--- config.mk ---
export PLATFORM = sky130hd
export DESIGN_NAME = jtopl_timer_bank_flat
export DESIGN_NICKNAME = d
export VERILOG_FILES = /design/src/rtl/jtopl_pkg.sv /design/src/rtl/jtopl_timer_bank_if.sv /design/src/rtl/jtopl_timer_cnt.sv /design/src/rtl/jtopl_timer_bank.sv /design/src/flat_wrapper.sv
export SDC_FILE = /design/constraint.sdc
export NUM_CORES = 1
export LEC_CHECK = 0
export CORE_ASPECT_RATIO = 1.25
export CORE_MARGIN = 4
export CORE_UTILIZATION = 30
export DETAILED_ROUTE_END_ITERATION = 12
export PLACE_DENSITY_LB_ADDON = 0.25
export SLEW_MARGIN = 10
export SYNTH_ARGS = -nofsm -noshare
export SYNTH_HDL_FRONTEND = slang
export SYNTH_SLANG_ARGS = --single-unit
--- constraint.sdc ---
create_clock -name clk -period 1.7 [get_ports clk]
set_input_delay 0.255 -clock clk [delete_from_list [all_inputs] [get_ports clk]]
set_output_delay 0.255 -clock clk [all_outputs]
set_load 0.01 [all_outputs]
--- src/rtl/jtopl_pkg.sv ---
// rtl/jtopl_pkg.sv - shared JTOPL timer-bank constants and helpers
package jtopl_pkg;

    localparam int JTOPL_TIMER_NT       = 2;
    localparam int JTOPL_TIMER_W        = 8;
    localparam int JTOPL_TIMER_PRE_LOG2 = 2;

    // Prescaler is just wide enough to produce the slowest timer's tick
    function automatic int pre_width(input int nt, input int pre_log2);
        return nt * pre_log2;
    endfunction

endpackage

--- src/rtl/jtopl_timer_bank_if.sv ---
// rtl/jtopl_timer_bank_if.sv - register-side bundle between jtopl_mmr and the timer bank
interface jtopl_timer_bank_if
    import jtopl_pkg::*;
#(
    parameter int NT = JTOPL_TIMER_NT,
    parameter int W  = JTOPL_TIMER_W
);
    logic [NT*W-1:0] value;
    logic [NT-1:0]   load;
    logic [NT-1:0]   flagen;
    logic            clr_flags;
    logic [NT-1:0]   flag;
    logic [NT-1:0]   overflow;
    logic            irq_n;

    modport master (
        output value, load, flagen, clr_flags,
        input  flag, overflow, irq_n
    );

    modport slave (
        input  value, load, flagen, clr_flags,
        output flag, overflow, irq_n
    );
endinterface

--- src/rtl/jtopl_timer_cnt.sv ---
// rtl/jtopl_timer_cnt.sv - one up-counting timer with load edge detect, sticky flag and overflow strobe
module jtopl_timer_cnt
    import jtopl_pkg::*;
#(
    parameter int W = JTOPL_TIMER_W
) (
    input  logic         rst,
    input  logic         clk,
    input  logic         cenop,
    input  logic         tick,
    input  logic         load,
    input  logic         flagen,
    input  logic         clr_flags,
    input  logic [W-1:0] value,
    output logic         flag,
    output logic         overflow
);

    logic [W-1:0] cnt;
    logic         load_l;
    logic         load_rise;
    logic         ovf_set;

    assign load_rise = load & ~load_l;
    // A tick coinciding with the load edge is swallowed by the reload
    assign ovf_set   = load & load_l & tick & (&cnt);

    always_ff @(posedge clk or posedge rst) begin
        if (rst) begin
            cnt      <= '0;
            load_l   <= 1'b0;
            flag     <= 1'b0;
            overflow <= 1'b0;
        end else if (cenop) begin
            load_l   <= load;
            overflow <= ovf_set;
            if (load_rise) begin
                cnt <= value;
            end else if (load && tick) begin
                cnt <= (&cnt) ? value : cnt + W'(1);
            end
            // Set has priority so an overflow racing an IRQ reset is kept
            if (ovf_set && flagen) begin
                flag <= 1'b1;
            end else if (clr_flags || !flagen) begin
                flag <= 1'b0;
            end
        end
    end

endmodule

--- src/rtl/jtopl_timer_bank.sv ---
// rtl/jtopl_timer_bank.sv - NT-timer bank with prescaler and IRQ; CSM key-on under JTOPL_CSM_EN
module jtopl_timer_bank
    import jtopl_pkg::*;
#(
    parameter int NT       = JTOPL_TIMER_NT,
    parameter int W        = JTOPL_TIMER_W,
    parameter int PRE_LOG2 = JTOPL_TIMER_PRE_LOG2
) (
    input  logic rst,
    input  logic clk,
    input  logic cenop,
    input  logic zero,
`ifdef JTOPL_CSM_EN
    input  logic csm,
    output logic csm_keyon,
`endif
    jtopl_timer_bank_if.slave bus
);

    localparam int PW = pre_width(NT, PRE_LOG2);

    logic [PW-1:0] pre;
    logic [NT-1:0] tick;

    always_ff @(posedge clk or posedge rst) begin
        if (rst) begin
            pre <= '0;
        end else if (cenop && zero) begin
            pre <= pre + PW'(1);
        end
    end

    for (genvar i = 0; i < NT; i++) begin : g_timer
        // Timer i sees one tick per 2^(PRE_LOG2*(i+1)) zero pulses
        assign tick[i] = cenop & zero & (&pre[PRE_LOG2*(i+1)-1:0]);

        jtopl_timer_cnt #(.W(W)) u_cnt (
            .rst       (rst),
            .clk       (clk),
            .cenop     (cenop),
            .tick      (tick[i]),
            .load      (bus.load[i]),
            .flagen    (bus.flagen[i]),
            .clr_flags (bus.clr_flags),
            .value     (bus.value[i*W +: W]),
            .flag      (bus.flag[i]),
            .overflow  (bus.overflow[i])
        );
    end

    always_ff @(posedge clk or posedge rst) begin
        if (rst) begin
            bus.irq_n <= 1'b1;
        end else if (cenop) begin
            bus.irq_n <= ~|bus.flag;
        end
    end

`ifdef JTOPL_CSM_EN
    // csm captured alongside the overflow register so the key-on pairs with overflow[0]
    logic csm_q;

    always_ff @(posedge clk or posedge rst) begin
        if (rst) begin
            csm_q <= 1'b0;
        end else if (cenop) begin
            csm_q <= csm;
        end
    end

    assign csm_keyon = csm_q & bus.overflow[0];
`endif

endmodule

--- src/flat_wrapper.sv ---
// flat-port wrapper written by rule: the top's interface ports become plain ports
module jtopl_timer_bank_flat import jtopl_pkg::*;
#(
    parameter int NT       = JTOPL_TIMER_NT,
    parameter int W        = JTOPL_TIMER_W,
    parameter int PRE_LOG2 = JTOPL_TIMER_PRE_LOG2
)
  (rst, clk, cenop, zero, bus_value, bus_load, bus_flagen, bus_clr_flags, bus_flag, bus_overflow, bus_irq_n);
  jtopl_timer_bank_if #(.NT(NT), .W(W)) bus_i ();
  input  logic rst;
  input  logic clk;
  input  logic cenop;
  input  logic zero;
  input wire logic [$bits(bus_i.value)-1:0] bus_value;
  input wire logic [$bits(bus_i.load)-1:0] bus_load;
  input wire logic [$bits(bus_i.flagen)-1:0] bus_flagen;
  input wire logic [$bits(bus_i.clr_flags)-1:0] bus_clr_flags;
  output wire logic [$bits(bus_i.flag)-1:0] bus_flag;
  output wire logic [$bits(bus_i.overflow)-1:0] bus_overflow;
  output wire logic [$bits(bus_i.irq_n)-1:0] bus_irq_n;
  assign bus_i.value = bus_value;
  assign bus_i.load = bus_load;
  assign bus_i.flagen = bus_flagen;
  assign bus_i.clr_flags = bus_clr_flags;
  assign bus_flag = bus_i.flag;
  assign bus_overflow = bus_i.overflow;
  assign bus_irq_n = bus_i.irq_n;
  jtopl_timer_bank #(.NT(NT), .W(W), .PRE_LOG2(PRE_LOG2)) u_core (.rst(rst), .clk(clk), .cenop(cenop), .zero(zero), .bus(bus_i));
endmodule
==> metrics.yaml <==
cts:
  cts-root-buf: "clkbuf_8"
  clkTransAtPathRegs_ns: 0.09
  clockBufferDepth: 2
  clock_sinks: 27
  numCtsBuffers: 3
  clk_latency_ns: 0.27
  cts_tree: "built"
  htreeDepth: 1
setup_path:
  cp.arrival_ns: 1.33
  path_class: "register to output pin"
  cp-end-kind: "output pin"
  critPathMaxStageDelay_ns: 0.54
  crit_chain: "clkdlybuf4s50_1"
  setup.worst_path.start_class: "register"
  cp.required_ns: 1.44
  crit_slowest_cell: "dfstp_2"
  cpLargestDelayFamily: "flip-flops"
  crit_buf_inv: 1
  crit_path_max_fanout: 2
place:
  place.gp.congestion: 0.746
  dpl_cell_area_um2: 2030
  port_buffers: 29
  dp_hpwl_mm: 2.76
synth:
  avgSynthCellArea_um2: 9.18
  syn_inst: 168
  synth-seq-cells: 27
  mappedNetlistArea_um2: 1540
  yosysSeqAreaShare: 0.439
  synth_cell_types: 44
  synthesis.nets: 196
  ys_warn_count: 0
grt:
  antenna_found_initial: 0
  grt_max_degree: 28
  grt.overflow.total: 0
  grt_use_total: 0.120
  first_global_vias: 1334
  grt_pass1_wl_mm: 6.06
drt:
  drc_errors: 0
  wl_per_cell_um: 13.3
  dr.first_iter.drc_count: 74
  vias: 1419
  routed_wl_mm: 3.73
  dr.pass1.iters: 4
  ant_nets: 0
  viasPerCell: 5.05
die:
  start_util: 0.317
  die_area_um2: 6360
  die_h_um: 88.1
  die_w_um: 72.1
  coreArea_um2: 4870
  row_count: 28
  pin_count: 30
timing:
  setup_violations: 0
  fmax_mhz: 630
  slew_headroom: 0.748
  finalCritPeriodShare: 0.934
  tns_ns: 0
  fin_worst_skew_ns: 0.00619
  drv_slew: 0
  period_minus_slack_ns: 1.59
  tightest_slew_ns: 0.377
  hold_viol: 0
cells_and_area:
  num-fill-cells: 496
  layout_commonest_cell: "clkdlybuf4s50_1"
  design_area_um2: 2130
  layout_common_cells: "clkdlybuf4s50_1, dfrtp_1, buf_4"
  multiInputGateArea_um2: 812
  area_growth_pct: 38.1
  utilization: 0.437
  nets: 250
  insertedDiodeCount: 0
  drive_above_1_share: 0.186
  regArea_um2: 677
pwr:
  power.density_nw_per_um2: 1020
  p_leak_nw: 0.917
  ir_drop_uv: 577
status:
  status: "finished, final reports clean"
flow_run:
  cap_violations: 0
hold_path:
  hp-class: "input pin to asynchronous set/reset pin"
power by group:
group	leakage [nW]	switching, mW	internal (mW)
Sequential	0.317	0.197	0.828
Clock	0.0228	0.197	0.168
Combinational	0.577	0.366	0.424
Total	0.917	0.760	1.42
synthesized netlist by cell type (all sizes together):
| cell type | n | area (um2) |
|---|---|---|
| a2111oi | 1 | 8.76 |
| a31oi | 1 | 6.26 |
| o31ai | 1 | 7.51 |
| nor2b | 2 | 17.5 |
| nor3b | 2 | 15.0 |
| mux2 | 1 | 11.3 |
| xor2 | 1 | 8.76 |
| dfstp | 1 | 26.3 |
| o221ai | 1 | 8.76 |
| a21o | 2 | 15.0 |
| or3 | 3 | 18.8 |
| o22ai | 1 | 6.26 |
| a22o | 2 | 17.5 |
| a22oi | 6 | 45.0 |
| o21ai | 18 | 90.1 |
| inv | 11 | 41.3 |
| o31a | 1 | 8.76 |
| nor3 | 3 | 15.0 |
| o211ai | 2 | 15.0 |
| nor4 | 2 | 12.5 |
| clkbuf | 1 | 3.75 |
| and3 | 2 | 12.5 |
| a21boi | 1 | 7.51 |
| nand3 | 13 | 70.1 |
| a2bb2oi | 1 | 8.76 |
| and3b | 1 | 8.76 |
| nor2 | 10 | 37.5 |
| o2bb2ai | 3 | 26.3 |
| xnor2 | 2 | 17.5 |
| o21bai | 2 | 30.0 |
| buf | 5 | 35.0 |
| nand4 | 6 | 37.5 |
| dfrtp | 26 | 651 |
| ha | 3 | 37.5 |
| nand2 | 16 | 62.6 |
| a221o | 2 | 21.3 |
| a21oi | 9 | 48.8 |
| mux2i | 3 | 30.0 |
final cells by class:
cell class / instances / share of cell area
timing repair buffer: 54 / 0.225
multi-input combinational: 125 / 0.382
clock buffer: 4 / 0.0212
sequential: 27 / 0.318
inverter: 11 / 0.0194
tap: 60 / 0.0353
kinds of logic (layout without fill, tap and decap cells):
family | count (synthesis) | after routing | synth area share
buffers and inverters | 17 | 69 | 0.0519
AND/OR/NAND/NOR | 60 | 60 | 0.200
AO/OA/AOI/OAI | 54 | 55 | 0.241
XOR/XNOR | 3 | 3 | 0.0170
flip-flops | 27 | 27 | 0.439
multiplexers | 4 | 4 | 0.0268
adder cells (fa/ha/maj) | 3 | 3 | 0.0244
worst register-to-register path, stage by stage, from the launching register on:
cell      delay (ns)
dfrtp_1         0.43
ha_4            0.17
nand2_2         0.08
or3_1           0.39
o31a_1          0.24
o221ai_1        0.16
path summary, 6_finish.rpt:
| check | from | endpoint | slack (ns) | cells after the start |
|---|---|---|---|---|
| worst max-delay path | u_core.bus.irq_n | bus_irq_n | 0.11 | 1 |
| worst min-delay path | rst | u_core.g_timer[0].u_cnt.cnt[1] | 0.33 | 3 |
| worst max register to register | u_core.pre[0] | u_core.g_timer[0].u_cnt.cnt[6] | 0.14 | 5 |
| worst min register to register | u_core.g_timer[1].u_cnt.flag | u_core.bus.irq_n | 0.45 | 1 |
| max in group asynchronous | rst | u_core.bus.irq_n | 1.06 | 3 |
| min in group clk | u_core.g_timer[1].u_cnt.flag | u_core.bus.irq_n | 0.45 | 1 |
metal layers:
metal / GRT usage / share of wire
met3: 0.0207 / 0.044
met2: 0.206 / 0.52
met5: 0 / 0
met1: 0.151 / 0.43
met4: 0.0410 / 0.0086
per-stage QoR:
stage / power (mW) / cells / setup WS (ns) / hold WS, ns
final: 2.18 / 281 / 0.112 / 0.329
after global placement: 1.75 / 272 / -0.116 / 0.441
after detailed placement: 1.75 / 272 / -0.126 / 0.449
after global routing: 2.37 / 281 / -0.00217 / 0.364
after floorplan: 1.47 / 168 / 0.219 / 0.307
after CTS: 2.12 / 276 / 0.0843 / 0.350
registers in the layout, indices dropped and copies added, names as in the netlist:
signal	cells
u_core.g_timer.u_cnt.cnt	16
u_core.pre	4
u_core.g_timer.u_cnt.flag	2
u_core.g_timer.u_cnt.load_l	2
u_core.g_timer.u_cnt.overflow	2
u_core.bus.irq_n	1
repair_timing:
| item | CTS | global route |
|---|---|---|
| buffers inserted | 0 | 4 |
| gates resized for setup | 0 | 4 |
| hold buffers | 0 | 0 |
| setup endpoints to repair | 0 | 7 |
Note: power is estimated with default switching activity, not from simulation.
